## config.mk

```make
export PLATFORM = sky130hd
export DESIGN_NAME = vga_rd_prefetch_flat
export DESIGN_NICKNAME = d
export VERILOG_FILES = /design/src/rtl/vga_rd_prefetch_if.sv /design/src/rtl/vga_rd_prefetch.sv /design/src/flat_wrapper.sv
export SDC_FILE = /design/constraint.sdc
export NUM_CORES = 2
export LEC_CHECK = 0
export BUFFER_PORTS_ARGS = -buffer_cell sky130_fd_sc_hd__buf_2
export CELL_PAD_IN_SITES_DETAIL_PLACEMENT = 1
export CELL_PAD_IN_SITES_GLOBAL_PLACEMENT = 2
export CORE_ASPECT_RATIO = 2
export CORE_UTILIZATION = 50
export DETAILED_ROUTE_END_ITERATION = 12
export PLACE_DENSITY = 0.84
export SLEW_MARGIN = 20
export SYNTH_ARGS = -nofsm -noshare
export SYNTH_HDL_FRONTEND = slang
export SYNTH_SLANG_ARGS = --single-unit
```

## constraint.sdc

```tcl
create_clock -name vga_clk -period 12.9 [get_ports vga_clk]
set_input_delay 1.935 -clock vga_clk [delete_from_list [all_inputs] [get_ports vga_clk]]
set_output_delay 1.935 -clock vga_clk [all_outputs]
set_load 0.01 [all_outputs]
```

## src/rtl/vga_rd_prefetch_if.sv

```systemverilog
// Bus bundle for the VGA read prefetcher: DDR burst-read port plus display-side FIFO read port.
interface vga_rd_prefetch_if #(
  parameter int ADDR_W = 24,
  parameter int DEPTH  = 64
);
  logic              mem_req;
  logic [ADDR_W-1:0] mem_addr;
  logic              mem_ack;
  logic              mem_rvalid;
  logic [31:0]       mem_rdata;

  logic                   rd_en;
  logic [31:0]            rd_data;
  logic [$clog2(DEPTH):0] fifo_level;
  logic                   underflow;

  // master = prefetcher, slave = memory controller + display stage
  modport master (
    output mem_req, mem_addr, rd_data, fifo_level, underflow,
    input  mem_ack, mem_rvalid, mem_rdata, rd_en
  );
  modport slave (
    input  mem_req, mem_addr, rd_data, fifo_level, underflow,
    output mem_ack, mem_rvalid, mem_rdata, rd_en
  );
endinterface

```

## src/rtl/vga_rd_prefetch.sv

```systemverilog
// Frame prefetcher: fetches one frame of pixel words from DDR in fixed bursts into a
// show-ahead FIFO feeding the display stage; restarts on every frame_sync rising edge.
module vga_rd_prefetch #(
  parameter int          ADDR_W      = 24,
  parameter int unsigned BASE_ADDR   = 0,
  parameter int          FRAME_WORDS = 153600,
  parameter int          BURST_LEN   = 16,
  parameter int          DEPTH       = 64
) (
  input  logic vga_clk,
  input  logic vga_rst,
  input  logic ddr_init_done,
  input  logic frame_sync,
  vga_rd_prefetch_if.master bus
);
  localparam int PTR_W  = $clog2(DEPTH);
  localparam int LVL_W  = PTR_W + 1;
  localparam int CNT_W  = $clog2(FRAME_WORDS + 1);
  localparam int BEAT_W = $clog2(BURST_LEN);

  typedef enum logic [2:0] {
    S_IDLE, S_FLUSH, S_CHECK, S_REQ, S_DATA, S_DONE, S_DRAIN
  } state_t;

  state_t            state, state_n;
  logic              fs_q;
  logic [ADDR_W-1:0] addr;
  logic [CNT_W-1:0]  word_cnt;
  logic [BEAT_W-1:0] beat_cnt;

  logic [31:0]       mem [DEPTH];
  logic [PTR_W-1:0]  wr_ptr, rd_ptr, rd_ptr_n;
  logic [LVL_W-1:0]  level, level_n;
  logic [31:0]       rd_data, rd_data_n;
  logic              underflow;

  logic fs_rise, last_beat, has_space, frame_done, flush, do_wr, do_rd;

  assign fs_rise    = frame_sync & ~fs_q;
  assign last_beat  = bus.mem_rvalid && (beat_cnt == BEAT_W'(BURST_LEN - 1));
  assign has_space  = level <= LVL_W'(DEPTH - BURST_LEN);
  assign frame_done = word_cnt == CNT_W'(FRAME_WORDS);
  assign flush      = state == S_FLUSH;
  assign do_wr      = (state == S_DATA) && bus.mem_rvalid && (level != LVL_W'(DEPTH));
  assign do_rd      = bus.rd_en && (level != '0);

  assign bus.mem_req    = state == S_REQ;
  assign bus.mem_addr   = addr;
  assign bus.rd_data    = rd_data;
  assign bus.fifo_level = level;
  assign bus.underflow  = underflow;

  // NOTE: every always_comb output gets a default first so no path can infer a latch.
  always_comb begin
    state_n = state;
    case (state)
      S_IDLE:  if (fs_rise) state_n = S_FLUSH;
      S_FLUSH: state_n = S_CHECK;
      S_CHECK: begin
        if (fs_rise)         state_n = S_FLUSH;
        else if (frame_done) state_n = S_DONE;
        else if (has_space)  state_n = S_REQ;
      end
      S_REQ: begin
        // An accepted burst must be drained even if the frame restarts in the same cycle.
        if (bus.mem_ack)  state_n = fs_rise ? S_DRAIN : S_DATA;
        else if (fs_rise) state_n = S_FLUSH;
      end
      S_DATA: begin
        if (fs_rise)        state_n = last_beat ? S_FLUSH : S_DRAIN;
        else if (last_beat) state_n = S_CHECK;
      end
      S_DRAIN: if (last_beat) state_n = S_FLUSH;
      S_DONE:  if (fs_rise) state_n = S_FLUSH;
      default: state_n = S_IDLE;
    endcase
    if (!ddr_init_done) state_n = S_IDLE;
  end

  // NOTE: sequential state uses non-blocking assignments so all registers update together.
  always_ff @(posedge vga_clk) begin
    if (vga_rst) begin
      state    <= S_IDLE;
      fs_q     <= 1'b1;  // a frame already active at reset is not a fresh start
      addr     <= ADDR_W'(BASE_ADDR);
      word_cnt <= '0;
      beat_cnt <= '0;
    end else begin
      state <= state_n;
      fs_q  <= frame_sync;
      if (flush) begin
        addr     <= ADDR_W'(BASE_ADDR);
        word_cnt <= '0;
      end
      if (state == S_REQ) beat_cnt <= '0;
      else if ((state == S_DATA || state == S_DRAIN) && bus.mem_rvalid) beat_cnt <= beat_cnt + 1'b1;
      if (state == S_DATA && last_beat) begin
        addr     <= addr + ADDR_W'(BURST_LEN);
        word_cnt <= word_cnt + CNT_W'(BURST_LEN);
      end
    end
  end

  // Next head word: zero when the FIFO empties, the incoming beat when it lands in an
  // otherwise-empty FIFO, else the stored word at the advanced read pointer.
  always_comb begin
    rd_ptr_n  = rd_ptr + PTR_W'(do_rd);
    level_n   = level + LVL_W'(do_wr) - LVL_W'(do_rd);
    rd_data_n = '0;
    if (level_n == '0)            rd_data_n = '0;
    else if (level == LVL_W'(do_rd)) rd_data_n = bus.mem_rdata;
    else                          rd_data_n = mem[rd_ptr_n];
  end

  always_ff @(posedge vga_clk) begin
    if (vga_rst || flush) begin
      wr_ptr    <= '0;
      rd_ptr    <= '0;
      level     <= '0;
      rd_data   <= '0;
      underflow <= 1'b0;
    end else begin
      wr_ptr  <= wr_ptr + PTR_W'(do_wr);
      rd_ptr  <= rd_ptr_n;
      level   <= level_n;
      rd_data <= rd_data_n;
      if (bus.rd_en && level == '0) underflow <= 1'b1;
    end
  end

  // NOTE: the storage array is deliberately not reset; the level counter marks what is valid.
  always_ff @(posedge vga_clk) begin
    if (do_wr) mem[wr_ptr] <= bus.mem_rdata;
  end
endmodule
```

## src/flat_wrapper.sv

```systemverilog
// flat-port wrapper written by rule: the top's interface ports become plain ports
module vga_rd_prefetch_flat 
#(
  parameter int          ADDR_W      = 24,
  parameter int unsigned BASE_ADDR   = 0,
  parameter int          FRAME_WORDS = 153600,
  parameter int          BURST_LEN   = 16,
  parameter int          DEPTH       = 64
)
  (vga_clk, vga_rst, ddr_init_done, frame_sync, bus_mem_req, bus_mem_addr, bus_rd_data, bus_fifo_level, bus_underflow, bus_mem_ack, bus_mem_rvalid, bus_mem_rdata, bus_rd_en);
  vga_rd_prefetch_if #(.ADDR_W(ADDR_W), .DEPTH(DEPTH)) bus_i ();
  input  logic vga_clk;
  input  logic vga_rst;
  input  logic ddr_init_done;
  input  logic frame_sync;
  output wire logic [$bits(bus_i.mem_req)-1:0] bus_mem_req;
  output wire logic [$bits(bus_i.mem_addr)-1:0] bus_mem_addr;
  output wire logic [$bits(bus_i.rd_data)-1:0] bus_rd_data;
  output wire logic [$bits(bus_i.fifo_level)-1:0] bus_fifo_level;
  output wire logic [$bits(bus_i.underflow)-1:0] bus_underflow;
  input wire logic [$bits(bus_i.mem_ack)-1:0] bus_mem_ack;
  input wire logic [$bits(bus_i.mem_rvalid)-1:0] bus_mem_rvalid;
  input wire logic [$bits(bus_i.mem_rdata)-1:0] bus_mem_rdata;
  input wire logic [$bits(bus_i.rd_en)-1:0] bus_rd_en;
  assign bus_mem_req = bus_i.mem_req;
  assign bus_mem_addr = bus_i.mem_addr;
  assign bus_rd_data = bus_i.rd_data;
  assign bus_fifo_level = bus_i.fifo_level;
  assign bus_underflow = bus_i.underflow;
  assign bus_i.mem_ack = bus_mem_ack;
  assign bus_i.mem_rvalid = bus_mem_rvalid;
  assign bus_i.mem_rdata = bus_mem_rdata;
  assign bus_i.rd_en = bus_rd_en;
  vga_rd_prefetch #(.ADDR_W(ADDR_W), .BASE_ADDR(BASE_ADDR), .FRAME_WORDS(FRAME_WORDS), .BURST_LEN(BURST_LEN), .DEPTH(DEPTH)) u_core (.vga_clk(vga_clk), .vga_rst(vga_rst), .ddr_init_done(ddr_init_done), .frame_sync(frame_sync), .bus(bus_i));
endmodule
```

# [Word level (Yosys, flattened, before mapping)]
# Memories as Yosys holds them, arrays and structs flattened.
# Cells that the tools add are included.
[word_totals] reg_bits=102 latch_bits=0 ram_bits=2048 romBits=0 inputBits=39 out_inout_bits=65 mem_count=1
[op_classes] n_addsub=7 multipliers=0 div=0 n_lt_le_gt_ge=1 eq_ne=13 shift=0 mux=18 n_bitwise=3 n_reduce_logical=19
[memory_table] memory="u_core.mem" depth=64 width=32 rd=1 rd_clocked_by_memory_dff=0 wr=1 line="vga_rd_prefetch.sv:31" rtl="logic [31:0] mem [DEPTH];"
[op_table] operator="$mux 24" count=2
[op_table] operator="$mux 18" count=2
[op_table] operator="$mux 32" count=1
[op_table] operator="$mux 3" count=9
[op_table] operator="$add 24x5->24 const B" count=1
[op_table] operator="$add 18x5->18 const B" count=1
[op_table] operator="$eq 18x18->1 const B" count=1
[op_table] operator="$pmux 3 s6" count=1
[op_table] operator="$logic_not 7->1" count=2
[op_table] operator="$add 6x1->6" count=2
[op_table] operator="$eq 3x3->1 const B" count=3
[op_table] operator="$reduce_or 2->1" count=4
[op_table] operator="$add 7x1->7" count=1
[op_table] operator="$eq 7x1->1" count=1
[op_table] operator="$le 7x6->1 const B" count=1
[op_table] operator="$logic_and 1x1->1" count=7
[op_table] operator="$ne 7x7->1 const B" count=1
[op_table] operator="$reduce_bool 7->1" count=1
[op_table] operator="$sub 7x1->7" count=1
[op_table] operator="$eq 3x2->1 const B" count=2
[op_table] operator="$add 4x1->4 const B" count=1
[op_table] operator="$eq 4x4->1 const B" count=1
[op_table] operator="$ne 4x1->1 const B" count=1
[op_table] operator="$eq 3x1->1 const B" count=1
[op_table] operator="10 further kinds" count=13

# [Longest topological paths before layout]
[logic_depth] word_depth=7 mapped_depth=20 mapped_depth_nobuf=16

# [Worst setup path before layout]
# Ideal clock, no wire load.
[synth_timing] path_type="input to register" from="input bus_rd_en" to="register u_core.rd_data[21], in the netlist u_core.bus.rd_data[21]" arrival_ns=6.518 t_required_ns=12.836 setup_slack_ns=6.318 stages=19 cell_sequence="clkbuf_1 -> clkbuf_1 -> clkbuf_1 -> clkbuf_1 -> clkbuf_1 -> or3b_2 -> o21ai_0 -> ha_1 -> inv_1 -> fa_1 -> nor2b_1 -> o21ai_0 -> xor2_1 -> nand4_1 -> o21ai_0 -> or4b_2 -> clkbuf_1 -> or3_1 -> nand4_1"
[synth_between] elab_chain_len=4 word_cells_on_any_way=8
[synth_lines] element="start, declared" line="flat_wrapper.sv:24" rtl="input wire logic [$bits(bus_i.rd_en)-1:0] bus_rd_en;"
[synth_lines] element="$logic_and 1x1->1 (*)" line="vga_rd_prefetch.sv:45" rtl="assign do_rd = bus.rd_en && (level != '0);"
[synth_lines] element="$add 6x1->6 / $sub 7x1->7 (equally long branches)" line="vga_rd_prefetch.sv:107, vga_rd_prefetch.sv:108"
[synth_lines] element="$mem_v2 64x32 / $logic_not 7->1 (equally long branches)"
[synth_lines] element="$mux 32 / $reduce_or 2->1 (equally long branches)"
[synth_lines] element="end signal, assigned" line="vga_rd_prefetch.sv:126" rtl="rd_data <= rd_data_n;"
[synth_lines] element="end, declared" line="vga_rd_prefetch.sv:34" rtl="logic [31:0] rd_data, rd_data_n;"
# Mark *: on every way between the ends. The rest lies on a longest branch, timed or not.
# A chain may end at the register's enable or synchronous reset.

# [Final worst setup path]
[layout_timing] from="input bus_rd_en" to="register u_core.rd_data[28], in the netlist u_core.bus.rd_data[28]"
[layout_between] elab_chain_len=4 word_cells_on_any_way=8
[layout_lines] element="$logic_and 1x1->1" line="vga_rd_prefetch.sv:45"
[layout_lines] element="$add 6x1->6" line="vga_rd_prefetch.sv:107" rtl="rd_ptr_n = rd_ptr + PTR_W'(do_rd);"
[layout_lines] element="named net u_core.rd_ptr_n[1]" line="vga_rd_prefetch.sv:32" rtl="logic [PTR_W-1:0] wr_ptr, rd_ptr, rd_ptr_n;"
[layout_lines] element="$mem_v2 64x32"
[layout_lines] element="$mux 32" line="vga_rd_prefetch.sv:111" rtl="else if (level == LVL_W'(do_rd)) rd_data_n = bus.mem_rdata;"
# The timed path passes the listed nets, and every way through them passes these cells.

==> key figures <==
Run status
  – Status: finished, final reports clean

Logic synthesis
  – Cell variety after synth: between 60 and 70
  – Synthesized area: between 0.09 and 0.1 mm^2
  – EDFF count, synth: about 2000
  – Area leader, netlist: edfxtp_1
  – Share of Yosys cell area claimed by the top area cell type: just over 60%
  – Gate Count Post-Synth: between 7000 and 8000
  – Avg Inst Size Synth: 14.08 um^2
  – Yosys warnings: 0
  – Synth Register Bits: roughly 2100
  – Most used DFF post-synth: edfxtp_1
  – Area contributors post-synth: edfxtp_1 (62%), mux2i_1 (11%), a2111oi_0 (3.1%)
  – Ys async rst share: 0%
  – Sequential fraction of the synthesis area: 63.57%

Layout
  – Sequential Area: 0.06338 mm^2
  – Layout Nets: 6996
  – Final Non-Filler Cells: between 9000 and 10000
  – Commonest non-fill, non-tap cell in the layout: edfxtp_1
  – Area Overhead vs Synth: 9.419%
  – Most frequent cells in the layout: edfxtp_1 (2048), mux2i_1 (1090), nand2_1 (532)
  – Layout cells sized above 1: 11.36%
  – Fillers: ~19000
  – Area of the multi-input gates: roughly 0.034 mm^2

Floorplan
  – Die Area: 0.2013 mm^2
  – Die Height: about 630 um
  – I/O pins: about 100
  – Starting Density: roughly half
  – Core area: ~0.2 mm^2
  – Die Width: 317.8 um
  – Num rows: around 230

Clock tree
  – Hold buffers post-CTS: 0
  – Post-CTS setup buffers: 0
  – CTS tree: yes
  – Quantity of gates resized following cts: 0
  – CTS max path bufs: 4
  – CTS Buf Count: 187
  – CTS clk-pin slew, worst paths: about 0.070 ns
  – Clk Latency, worst-skew pair: between 0.8 and 0.9 ns
  – Htree depth: 4
  – Clk root buf: clkbuf_16
  – Clk sinks: between 2000 and 2500

Timing
  – Final Skew: between 0.03 and 0.04 ns
  – Slew Limit Fails: 0
  – Period utilization: 56.81%
  – Worst rel slew slack: a little under a fifth
  – Fin crit period: about 7.3 ns
  – Slew @ Worst Pin: about 1.2 ns
  – F_max: ~140 MHz
  – Endpoints failing setup: 0
  – Setup TNS: 0 ns
  – Endpoints failing hold: 0
  – RSZ-0062 raised after global routing: false

GRT
  – GR met3 Demand/Resource: 3.759%
  – Pin count of the biggest net entering global routing: 170
  – Most crowded layer after global routing: met2
  – Met1 Track Usage GR: between 30% and 40%
  – Met2 Resource Use GR: 58.73%
  – Initial antenna violation count: 16
  – Grt total ovfl: 0
  – Vias in the first global route: roughly 72000
  – First-pass GRT wire length: 476.4 mm
  – Gr usage total: a little under a third

Setup path
  – Crit Reg-Reg Startpoint: u_core.rd_ptr[0]$_SDFF_PP0_
  – Delay-heaviest family, CP: buffers and inverters
  – Crit path launch: bus_rd_en
  – Crit-path cells: buf_8 -> buf_4 -> nand2_1 -> nor2_1 -> ha_4 -> buf_4 -> nand2b_4 -> buf_4 -> a211oi_1 -> or4_1 -> o31ai_1 -> buf_4 -> o31ai_1 -> nand4_1
  – Critical path fanouts, max: 103
  – Req. time, crit path: 13.68 ns
  – Element type at the critical path start: primary input
  – Slowest cell on crit path: o31ai_1
  – Arrival @ worst endpoint: between 8 and 9 ns
  – Buf+Inv Stages, Crit Path: 5
  – Setup CP Type: primary input to register
  – Most used cell, CP: buf_4
  – Nature of the critical path endpoint: register
  – Max incr delay on CP: 0.80 ns

Min path
  – Hold Crit Class: register to register
  – Min-delay src: u_core.beat_cnt[1]$_SDFFE_PP0P_

Pwr
  – Max VDD drop: around 0.00017 V
  – Leak Pwr: about 34 nW
  – Internal Power: ~12 mW
  – PwrDens: ~170 mW/mm^2
  – Sw Pwr: between 6 and 7 mW
  – Sw Ratio: approximately a third
  – Register share of total power: a little over two fifths
  – Clk pwr share: between 30% and 40%
  – Combinational share of power: 27.0%

Placement
  – Placed Cells incl. Taps: 9313
  – RD Place Congestion: between 0.8 and 0.9
  – Hpwl dp: approximately 190 mm
  – Number of buffers added on ports: 99

Route
  – Via-to-Cell Ratio: ~7.2
  – Antenna Nets Post-Route: 0
  – Detailed Routing Iterations Pass 1: 5
  – WL/cell: 34.34 um
  – Vias: between 60000 and 70000
  – 1st-iter DRT viols: 6180
  – Routed WL: ~330 mm
  – # DRC: 0

Flow run
  – # Max-Cap Violations: 0
Yosys cell counts, drive strengths merged (5+ instances only):
| library cell | n |
|---|---|
| a2111o | 21 |
| a2111oi | 348 |
| a211o | 22 |
| a211oi | 164 |
| a21oi | 59 |
| a221o | 56 |
| a221oi | 169 |
| a22o | 32 |
| a22oi | 37 |
| a31oi | 34 |
| and2 | 10 |
| and3 | 75 |
| buf | 205 |
| clkbuf | 418 |
| dfxtp | 94 |
| edfxtp | 2048 |
| ha | 17 |
| inv | 23 |
| mux2 | 7 |
| mux2i | 1090 |
| mux4 | 130 |
| nand2 | 535 |
| nand2b | 10 |
| nand3 | 194 |
| nand3b | 8 |
| nand4 | 102 |
| nor2 | 253 |
| nor2b | 11 |
| nor3 | 12 |
| nor4 | 63 |
| nor4b | 32 |
| o21ai | 76 |
| o221ai | 220 |
| o22ai | 327 |
| o31ai | 64 |
| or2 | 25 |
| or3 | 38 |
| or4 | 13 |
| xnor2 | 5 |
| xor2 | 10 |
power by group through the flow:
stage / registers [mW] / clock network [mW] / logic, mW
after global placement: 8.01 / 0 / 4.84
after detailed placement: 8.00 / 0 / 4.97
after global routing: 7.84 / 5.91 / 5.31
final: 7.86 / 5.69 / 5.02
after CTS: 7.86 / 5.73 / 5.01
after floorplan: 7.87 / 0 / 3.45
worst reg2reg max path: stages, from the launching register on:
cell	delay (ns)
dfxtp_4	0.77
buf_4	0.81
buf_4	0.92
buf_12	0.76
buf_4	1.08
mux2i_1	0.39
o221ai_1	0.14
a221oi_1	0.56
nor4_1	0.13
and3_1	0.21
o31ai_1	0.60
nand4_1	0.15
kinds of logic after synthesis:
family                     after synthesis  synth area share (%)
and+or+nand+nor                       1390                 6.616
other                                    1              0.003761
xor gates and xnor gates                15                0.1318
muxes                                 1227                 13.96
buffers and inverters                  646                 2.647
adders and majority gates               18                0.2334
AOI/OAI and AO/OA                     1644                 12.84
DFF                                   2142                 63.57
flip-flops by register name, summed over array words and instances, names as in the netlist:
register / cells
u_core.mem: 2048
u_core.bus.rd_data: 32
u_core.bus.mem_addr: 20
u_core.word_cnt: 14
u_core.bus.fifo_level: 7
u_core.rd_ptr: 6
u_core.wr_ptr: 6
u_core.beat_cnt: 4
u_core.state: 3
u_core.bus.underflow: 1
u_core.fs_q: 1
through the flow:
step                      cell area (um^2)  setup WS [ns]  total power, mW  utilization [%]  hold slack [ns]
after floorplan                      99710          6.318            11.32                -           0.4513
after global placement              103100          4.736            12.86            52.09           0.4591
after detailed placement            103100          4.723            12.98            52.09           0.4777
after CTS                           109000          5.582            18.59            55.07           0.4870
after global routing                109100          5.386            19.06            55.09           0.5236
final                               109100          5.572            18.57            55.10           0.4861
final timing paths:
| path | slack (ns) | end | cells past startpoint |
|---|---|---|---|
| max reg2reg | 6.24 | u_core.bus.rd_data[11]$_SDFF_PP0_ | 11 |
| min reg2reg | 0.49 | u_core.beat_cnt[1]$_SDFFE_PP0P_ | 2 |
| min | 0.49 | u_core.beat_cnt[1]$_SDFFE_PP0P_ | 2 |
| max | 5.57 | u_core.bus.rd_data[28]$_SDFF_PP0_ | 14 |
layer usage:
metal / up-vias / part of all wire [%]
met1: 36510 / 36
met3: 898 / 5.6
li1: 28950 / -
met2: 2816 / 53
met4: 0 / 6.0
met5: - / 0
cell type report:
| class | instances | area share, % |
|---|---|---|
| Tap cell | 2563 | 2.940 |
| Sequential cell | 2142 | 58.10 |
| Multi-Input combinational cell | 4298 | 31.50 |
| Inverter | 23 | 0.07914 |
| Clock inverter | 100 | 0.8877 |
| Timing Repair Buffer | 287 | 1.942 |
| Antenna cell | 14 | 0.03211 |
| Clock buffer | 228 | 4.515 |
No activity file was read; power rests on OpenSTA's default activity.
